<file path="config.mk">
export PLATFORM = sky130hd
export DESIGN_NAME = crc32_stream
export DESIGN_NICKNAME = d
export VERILOG_FILES = /design/src/rtl/crc32_pkg.sv /design/src/rtl/crc32_lane_update.sv /design/src/rtl/crc32_stream.sv
export SDC_FILE = /design/constraint.sdc
export NUM_CORES = 1
export LEC_CHECK = 0
export ABC_AREA = 0
export BUFFER_PORTS_ARGS = -buffer_cell sky130_fd_sc_hd__buf_2
export CORE_ASPECT_RATIO = 1.75
export CORE_MARGIN = 5
export CORE_UTILIZATION = 44
export CTS_CLUSTER_SIZE = 28
export DETAILED_ROUTE_END_ITERATION = 12
export GPL_TIMING_DRIVEN = 0
export SLEW_MARGIN = 20
export SYNTH_ARGS = -nofsm -noshare
export SYNTH_HDL_FRONTEND = slang
export SYNTH_SLANG_ARGS = --single-unit
</file>
<file path="constraint.sdc">
create_clock -name clk -period 7.55 [get_ports clk]
set_clock_uncertainty 0.15 [all_clocks]
set_input_delay 0.3775 -clock clk [delete_from_list [all_inputs] [get_ports clk]]
set_output_delay 0.3775 -clock clk [all_outputs]
set_load 0.005 [all_outputs]
</file>
<file path="src/rtl/crc32_pkg.sv">
// CRC32 (IEEE 802.3, reflected) constants, per-byte update function and the
// frame FSM state type shared by the stream engine.
package crc32_pkg;

  localparam logic [31:0] CRC32_POLY_REFL = 32'hEDB88320;
  localparam logic [31:0] CRC32_INIT      = 32'hFFFFFFFF;
  localparam logic [31:0] CRC32_RESIDUE   = 32'hDEBB20E3;

  typedef enum logic [1:0] {
    IDLE,
    RUN,
    APPEND
  } state_t;

  function automatic logic [31:0] crc32_byte_refl(input logic [31:0] crc,
                                                  input logic [7:0]  data);
    logic [31:0] c;
    c = crc ^ {24'h000000, data};
    for (int unsigned b = 0; b < 8; b++) begin
      c = c[0] ? ((c >> 1) ^ CRC32_POLY_REFL) : (c >> 1);
    end
    return c;
  endfunction

endpackage

</file>
<file path="src/rtl/crc32_lane_update.sv">
// Combinational CRC32 update over one beat: chains the kept lanes, lane 0 first.
module crc32_lane_update
  import crc32_pkg::*;
#(
  parameter int DATA_BYTES = 4
) (
  input  logic [31:0]             crc_in,
  input  logic [8*DATA_BYTES-1:0] data,
  input  logic [DATA_BYTES-1:0]   keep,
  output logic [31:0]             crc_out
);

  always_comb begin
    crc_out = crc_in;
    for (int unsigned i = 0; i < DATA_BYTES; i++) begin
      if (keep[i]) begin
        crc_out = crc32_byte_refl(crc_out, data[8*i +: 8]);
      end
    end
  end

endmodule

</file>
<file path="src/rtl/crc32_stream.sv">
// Ethernet CRC32 stream engine: GEN appends the FCS, CHECK verifies it.
// Optional saturating verdict counters when CRC32_STREAM_STATS_EN is defined.
module crc32_stream
  import crc32_pkg::*;
#(
  parameter int DATA_BYTES = 4,
  parameter int STATS_W    = 16
) (
  input  logic                    clk,
  input  logic                    rst,
  input  logic                    mode,
  input  logic                    s_valid,
  output logic                    s_ready,
  input  logic [8*DATA_BYTES-1:0] s_data,
  input  logic [DATA_BYTES-1:0]   s_keep,
  input  logic                    s_last,
  output logic                    m_valid,
  input  logic                    m_ready,
  output logic [8*DATA_BYTES-1:0] m_data,
  output logic [DATA_BYTES-1:0]   m_keep,
  output logic                    m_last,
  output logic                    chk_valid,
  output logic                    chk_ok,
  output logic [31:0]             crc_value,
  output logic [STATS_W-1:0]      good_cnt,
  output logic [STATS_W-1:0]      bad_cnt
);

  localparam int         DW = 8 * DATA_BYTES;
  localparam logic [3:0] NB = 4'(DATA_BYTES);

  state_t                state;
  logic [31:0]           crc_reg;
  logic [31:0]           crc_next;
  logic [31:0]           fcs_next;
  logic [31:0]           pend;
  logic [DW+31:0]        pend_wide;
  logic                  mode_q;
  logic                  cur_mode;
  logic                  out_free;
  logic                  accept;
  logic                  app_done;
  logic [3:0]            rem_cnt;
  logic [3:0]            kept;
  logic [3:0]            free;
  logic [DW-1:0]         gen_data;
  logic [DATA_BYTES-1:0] gen_keep;
  logic [DW-1:0]         app_data;
  logic [DATA_BYTES-1:0] app_keep;

  assign out_free  = !m_valid || m_ready;
  assign s_ready   = out_free && (state != APPEND);
  assign accept    = s_valid && s_ready;
  assign cur_mode  = (state == IDLE) ? mode : mode_q;
  assign fcs_next  = ~crc_next;
  assign pend_wide = {{DW{1'b0}}, pend};
  assign app_done  = (rem_cnt <= NB);

  crc32_lane_update #(.DATA_BYTES(DATA_BYTES)) u_lane (
    .crc_in  (crc_reg),
    .data    (s_data),
    .keep    (s_keep),
    .crc_out (crc_next)
  );

  // Last-beat packing: FCS bytes fill the free lanes right after the kept data.
  always_comb begin
    kept = '0;
    for (int unsigned i = 0; i < DATA_BYTES; i++) begin
      kept = kept + {3'b000, s_keep[i]};
    end
    free     = NB - kept;
    gen_data = s_data;
    gen_keep = s_keep;
    for (int unsigned i = 0; i < DATA_BYTES; i++) begin
      if (i >= 32'(kept) && i < 32'(kept) + 32'd4) begin
        gen_data[8*i +: 8] = fcs_next[8*(i - 32'(kept)) +: 8];
        gen_keep[i]        = 1'b1;
      end
    end
    app_data = pend_wide[DW-1:0];
    app_keep = '0;
    for (int unsigned i = 0; i < DATA_BYTES; i++) begin
      app_keep[i] = (i < 32'(rem_cnt));
    end
  end

  always_ff @(posedge clk or posedge rst) begin
    if (rst) begin
      state     <= IDLE;
      crc_reg   <= CRC32_INIT;
      mode_q    <= 1'b0;
      pend      <= '0;
      rem_cnt   <= '0;
      m_valid   <= 1'b0;
      m_data    <= '0;
      m_keep    <= '0;
      m_last    <= 1'b0;
      chk_valid <= 1'b0;
      chk_ok    <= 1'b0;
      crc_value <= CRC32_INIT;
    end else begin
      chk_valid <= 1'b0;
      if (state == APPEND) begin
        if (out_free) begin
          m_valid <= 1'b1;
          m_data  <= app_data;
          m_keep  <= app_keep;
          m_last  <= app_done;
          pend    <= pend_wide[DW +: 32];
          if (app_done) begin
            rem_cnt <= '0;
            state   <= IDLE;
          end else begin
            rem_cnt <= rem_cnt - NB;
          end
        end
      end else if (accept) begin
        m_valid <= 1'b1;
        if (state == IDLE) begin
          mode_q <= mode;
        end
        if (!s_last) begin
          crc_reg <= crc_next;
          m_data  <= s_data;
          m_keep  <= s_keep;
          m_last  <= 1'b0;
          state   <= RUN;
        end else if (cur_mode) begin
          crc_reg   <= CRC32_INIT;
          m_data    <= s_data;
          m_keep    <= s_keep;
          m_last    <= 1'b1;
          chk_valid <= 1'b1;
          chk_ok    <= (crc_next == CRC32_RESIDUE);
          crc_value <= ~crc_next;
          state     <= IDLE;
        end else begin
          crc_reg   <= CRC32_INIT;
          m_data    <= gen_data;
          m_keep    <= gen_keep;
          crc_value <= fcs_next;
          if (free >= 4'd4) begin
            m_last <= 1'b1;
            state  <= IDLE;
          end else begin
            m_last  <= 1'b0;
            pend    <= fcs_next >> {free, 3'b000};
            rem_cnt <= 4'd4 - free;
            state   <= APPEND;
          end
        end
      end else if (m_ready) begin
        m_valid <= 1'b0;
      end
    end
  end

`ifdef CRC32_STREAM_STATS_EN
  logic verdict;
  assign verdict = accept && s_last && cur_mode;

  always_ff @(posedge clk or posedge rst) begin
    if (rst) begin
      good_cnt <= '0;
      bad_cnt  <= '0;
    end else if (verdict) begin
      if (crc_next == CRC32_RESIDUE) begin
        if (good_cnt != '1) good_cnt <= good_cnt + STATS_W'(1);
      end else begin
        if (bad_cnt != '1) bad_cnt <= bad_cnt + STATS_W'(1);
      end
    end
  end
`else
  assign good_cnt = '0;
  assign bad_cnt  = '0;
`endif

endmodule

</file>
# After elaboration in Yosys (flattened, before gate mapping)
# Index checks and enable logic that the tools add are counted.
# word_totals
ff_bits	143
out_inout_bits	105
elab_cells	196
# classes
add_sub_neg	11
magnitude_cmp	14
n_eq_ne	7
shifts	5
muxes	90
bitwise_logic	38
reduce_logical	19
# op_table
operator	count
2-to-1 mux 32 bit	48
inverter 13 -> 14 bit	32
indexed part select 32 x 33 -> 8 bit	4
bitwise XOR 32 x 8 -> 32 bit	4
< comparator 1 x 32 -> 1 bit, first input constant	2
2-to-1 mux 4 bit	12
== test 32 bit, second input constant	1
< comparator 2 x 32 -> 1 bit, first input constant	1
2-to-1 mux 8 bit	4
inverter 32 bit	1
right shift 32 x 7 -> 32 bit	1
2-to-1 mux 1 bit	19
2-to-1 mux 2 bit	7
subtractor 1 x 4 -> 5 bit, first input constant	2
subtractor 2 x 4 -> 5 bit, first input constant	2
>= comparator 1 x 4 -> 1 bit, first input constant	2
>= comparator 2 x 4 -> 1 bit, first input constant	2
< comparator 1 x 4 -> 1 bit, first input constant	2
< comparator 2 x 4 -> 1 bit, first input constant	2
!= test 2 bit, second input constant	4
subtractor 3 x 4 -> 4 bit, first input constant	2
logical AND 1 bit	6
AND reduction 2 bit	3
AND reduction 3 bit	2
other kinds (18)	19

# Depth between registers and ports, before layout
# logic_depth
ltp_word	79
depth_mapped	21
depth_no_buf	17

# Hierarchy
# From an unflattened synthesis, not the netlist that was laid out.
# unflattened
cells_unflattened	1393
area_unflattened_um2	13561.8
# modules_own_cells
mod	n_inst	cells_each	area_per_inst_um2	seq_area_each_um2
crc32_stream	1	849	8348.0	3658.5
crc32_lane_update	1	544	5213.8	0.0

# Worst setup path before layout
# OpenSTA, ideal clock, no wires.
# synth_path
path_type	flip-flop to flip-flop
from	register crc_reg[0]
to	register chk_ok
setup_ns	0.092
arrival_ns	5.785
required_ns	7.308
setup_slack_ns	1.523
path_stages_with_launch	20
n_path_buf	2
synth_period_minus_slack_ns	6.027
cell_sequence	dfstp_2 -> xor2_4 -> xnor3_1 -> mux2i_1 -> or2_1 -> buf_2 -> xnor2_1 -> xnor3_2 -> o211a_1 -> or2_1 -> buf_4 -> xnor3_2 -> o211a_4 -> or3_1 -> nand4_1 -> a2111oi_0 -> a311oi_1 -> nand4_1 -> or4_1 -> o31ai_2
# synth_between
elab_chain_cells	54
word_cells_on_any_way	72
cone_classes	eq/ne: 1; mux: 36; bitwise: 35
# synth_lines
item	line	text
start: declaration	crc32_stream.sv:33	logic [31:0] crc_reg;
start signal: assignment	crc32_stream.sv:124	crc_reg <= crc_next;
bitwise XOR 32 x 8 -> 32 bit	crc32_pkg.sv:18	c = crc ^ {24'h000000, data};
2-to-1 mux 32 bit	crc32_pkg.sv:20	c = c[0] ? ((c >> 1) ^ CRC32_POLY_REFL) : (c >> 1);
inverter 13 -> 14 bit (no source line)	n/a	
2-to-1 mux 32 bit	crc32_pkg.sv:20	
inverter 13 -> 14 bit (no source line)	n/a	
2-to-1 mux 32 bit (2 in series)	crc32_pkg.sv:20	
inverter 13 -> 14 bit (no source line)	n/a	
2-to-1 mux 32 bit	crc32_pkg.sv:20	
[31 not listed]	n/a	
2-to-1 mux 32 bit	crc32_pkg.sv:20	
2-to-1 mux 32 bit *	crc32_lane_update.sv:16	if (keep[i]) begin
bitwise XOR 32 x 8 -> 32 bit	crc32_pkg.sv:18	
2-to-1 mux 32 bit (2 in series)	crc32_pkg.sv:20	
inverter 13 -> 14 bit (no source line)	n/a	
2-to-1 mux 32 bit (6 in series)	crc32_pkg.sv:20	
2-to-1 mux 32 bit *	crc32_lane_update.sv:16	
== test 32 bit *	crc32_stream.sv:135	chk_ok <= (crc_next == CRC32_RESIDUE);
end signal: assignment	crc32_stream.sv:135	
end: declaration	crc32_stream.sv:23	output logic chk_ok,
# Every way passes the cells marked *; elsewhere a longest branch is shown, timed or not.
# A chain may end at the register's enable or synchronous reset.

# Worst setup path in the final report
# layout_path
from	register crc_reg[2]
to	register m_data[9]
# layout_between
elab_chain_cells	59
word_cells_on_any_way	76
cone_classes	shift: 1; mux: 41; bitwise: 34
# layout_lines
item	line	text
bitwise XOR 32 x 8 -> 32 bit	crc32_pkg.sv:18	
2-to-1 mux 32 bit (3 in series)	crc32_pkg.sv:20	
inverter 13 -> 14 bit (no source line)	n/a	
2-to-1 mux 32 bit (2 in series)	crc32_pkg.sv:20	
inverter 13 -> 14 bit (no source line)	n/a	
2-to-1 mux 32 bit	crc32_pkg.sv:20	
inverter 13 -> 14 bit (no source line)	n/a	
2-to-1 mux 32 bit (2 in series)	crc32_pkg.sv:20	
[39 not listed]	n/a	
2-to-1 mux 32 bit *	crc32_lane_update.sv:16	
inverter 32 bit *	crc32_stream.sv:55	assign fcs_next = ~crc_next;
indexed part select 32 x 33 -> 8 bit *	crc32_stream.sv:77	gen_data[8*i +: 8] = fcs_next[8*(i - 32'(kept)) +: 8];
2-to-1 mux 8 bit *	crc32_stream.sv:76	if (i >= 32'(kept) && i < 32'(kept) + 32'd4) begin
2-to-1 mux 32 bit *	crc32_stream.sv:129	end else if (cur_mode) begin
2-to-1 mux 32 bit *	crc32_stream.sv:123	if (!s_last) begin
2-to-1 mux 32 bit *	crc32_stream.sv:118	end else if (accept) begin
2-to-1 mux 32 bit *	crc32_stream.sv:104	if (state == APPEND) begin
end signal: assignment	crc32_stream.sv:107	m_data <= app_data;
end signal: assignment	crc32_stream.sv:125	m_data <= s_data;
end signal: assignment	crc32_stream.sv:131	m_data <= s_data;
end: declaration	crc32_stream.sv:19	output logic [8*DATA_BYTES-1:0] m_data,
# Every way passes the cells marked *; elsewhere a longest branch is shown, timed or not. The select of a mux whose other input is x is not followed.

==> qor.txt <==
Critical path capture point type = register
Root Driver = clkbuf_16
Syn Std Cell Area = 13860 µm²
Number of max-cap violations = 0
Die ar. = 35300 µm²
Final Critical Period = 7.422 ns
Fin crit share = 98.31%
Initial antenna violation count = 0
Clock latency on the worst-skew pair = 0.45 ns
Routed vias = 13080
DR WL met3 = 4048 µm
DR pass1 iterations = 6
Std cell rows = 86
N_diodes = 0
Die width = 144.2 µm
RSZ-0062 raised after global routing = no
Htree depth = 4
Highest routed layer = met4
Avg WL per Cell = 31.13 µm
Area after DPL = 15130 µm²
GR Overflow Total = 0
Antenna Nets Post-Route = 0
Crit path kind = reg2reg
CP most frequent cell = mux2i_1
Final hold vios = 0
First-pass GRT wire length = 91920 µm
Clock Pin Slew Worst Setup and Hold Paths = 0.07 ns
Area leader, netlist = dfrtp_1
Number of flops mapped to enable cells by yosys = 0
Crit path cell chain = xor3_1 -> mux2i_1 -> xnor2_1 -> xor2_2 -> xnor2_1 -> nand2_1 -> a2bb2oi_1 -> nand2_2 -> xor2_2 -> xnor3_1 -> a21oi_1 -> xor2_1 -> mux2i_1 -> nor2_1 -> a21o_1 -> mux2i_1 -> a221o_1
Core area = 31310 µm²
CP max FO = 9
DP Wirelength = 52260 µm
CP arrival = 7.65 ns
Post-synthesis cell type count = 102
Normalized max-slew margin = 24.21%
Startpoint Class = register
M1 wire length = 22210 µm
CTS tree = built
Sequential cell area fraction in the yosys report = 26.39%
Result of the run = finished, final reports clean
Largest net degree at the start of global routing = 101
Synth Register Bits = 143
Clock buffer depth = 2
Worst slew pin tran = 1.105 ns
Ys async rst share = 100.0%
IO buf count = 112
Yosys warnings = 0
Number of remaining DRC errors = 0
Max stage delay on crit path = 0.85 ns
Synthesis-to-layout area growth = 13.95%
Slew Limit Fails = 0
Buffers and inverters on the worst path = 0
Area share of the largest cell type after synthesis = 14.26%
Critical Path RT = 7.78 ns
Most common flop cell mapped by yosys = dfrtp_1
Worst path top cell family by delay = XOR/XNOR gates
Via-per-instance ratio = 6.267
Setup TNS = 0 ns
DIE HEIGHT = 244.8 µm
# clock sinks = 143
Post-layout instance area = 15800 µm²
Number of global-route vias before repair = 13020
Final WL = 64980 µm
Avg Cell Area, Syn = 9.175 µm²
Critical-path top delay cell = mux2i_1
Nets@finish = 1729
CTS buffer count = 17
Final setup fails = 0
Routability cong. = 1.070
Largest cells by area after synthesis = dfrtp_1, dfstp_2, xnor2_1
Fmax = 134.7 MHz
Initial Util = 44.27%
IO Pins = 147
Layout fillers = 3074
Mapped Cells = 1511
Initial DRC count = 1181
Share of layout cells above drive strength 1 = 22.35%
Gr usage total = 36.64%
Hold WC Path Type = in2reg
Metal2 WL = 31760 µm
-- layer usage --
layer | vias up | track usage [%]
met2 | 726 | 61.30
met4 | 0 | 30.40
met1 | 6379 | 40.64
met3 | 261 | 4.678
li1 | 5713 | -
met5 | - | 0
-- worst paths after layout --
path / start / to / slack, ns / cells past startpoint
min in group asynchronous: rst / app_data[27] / 0.32 / 3
max reg2reg: crc_reg[2] / m_data[9] / 0.13 / 17
min: s_data[17] / m_data[17] / 0.14 / 3
min reg2reg: m_data[21] / m_data[21] / 0.33 / 2
max: crc_reg[2] / m_data[9] / 0.13 / 17
max in group asynchronous: rst / m_data[17] / 6.06 / 4
-- cells by family (layout without fill, tap and decap cells) --
logic type | Yosys count | after routing | synth area share [%]
adder cells (fa/ha/maj) | 9 | 9 | 0.9206
XOR/XNOR | 252 | 252 | 23.48
AO/OA/AOI/OAI | 405 | 405 | 19.26
other | 1 | 32 | 0.02705
flip-flops | 143 | 143 | 26.39
AND/OR/NAND/NOR | 432 | 432 | 14.50
buffers and inverters | 152 | 301 | 5.090
multiplexers | 117 | 117 | 10.32
-- per-stage QoR --
| step | setup slack (ns) | cells | util (%) | hold slack (ns) |
|---|---|---|---|---|
| after floorplan | 1.523 | 1542 | - | 0.2947 |
| after global placement | -1.086 | 2050 | 48.02 | 0.3104 |
| after detailed placement | -0.6520 | 2053 | 48.33 | 0.2396 |
| after CTS | 0.03693 | 2086 | 50.30 | 0.1041 |
| after global routing | 0.007867 | 2087 | 50.45 | 0.1501 |
| final | 0.1276 | 2087 | 50.45 | 0.1377 |
-- cell usage after synthesis (20+ instances only) --
cell      instances
nand2_1         149
nor2_1          138
xnor2_1         129
o21ai_0         107
a21oi_1         102
dfrtp_1          79
clkbuf_1         69
dfstp_2          64
mux2i_1          64
xnor3_1          44
xor2_1           43
mux2_2           35
buf_4            33
nand3_1          25
inv_1            23
a31oi_1          20
-- layout make-up --
class | count | area, µm² | area share (%)
multi-input combinational | 1247 | 9724 | 61.56
sequential | 143 | 3659 | 23.16
timing repair buffer | 117 | 621.8 | 3.936
buffer | 125 | 604.3 | 3.825
tap | 396 | 495.5 | 3.136
clock buffer | 18 | 450.4 | 2.851
clock inverter | 14 | 133.9 | 0.8475
inverter | 27 | 108.9 | 0.6890
-- placed cells by master (no fill, tap or decap), drive strengths merged, types with 15 or more instances in the layout --
cell type / count
buf: 172
nand2: 152
xnor2: 143
nor2: 139
o21ai: 115
a21oi: 104
clkbuf: 87
dfrtp: 79
mux2i: 69
dfstp: 64
xor2: 51
xnor3: 46
inv: 36
mux2: 35
conb: 32
nand3: 25
a31oi: 22
a211oi: 16
nor3: 15
-- worst min-delay path: cells and delay by family --
family / cells / cell delay, ns
AO/OA/AOI/OAI: 2 / 0.17
buffers and inverters: 1 / 0.15
-- timing repair --
| item | CTS | global route |
|---|---|---|
| hold buffers | 1 | 0 |
| setup buffers | 0 | 0 |
| resized for setup | 5 | 6 |
| endpoints found under the hold margin | 11 | 0 |
| setup endpoints to repair | 13 | 13 |
Power is left out: the tool's default activity adds up to more than one toggle a clock period on the data nets, which glitch-free logic cannot reach.
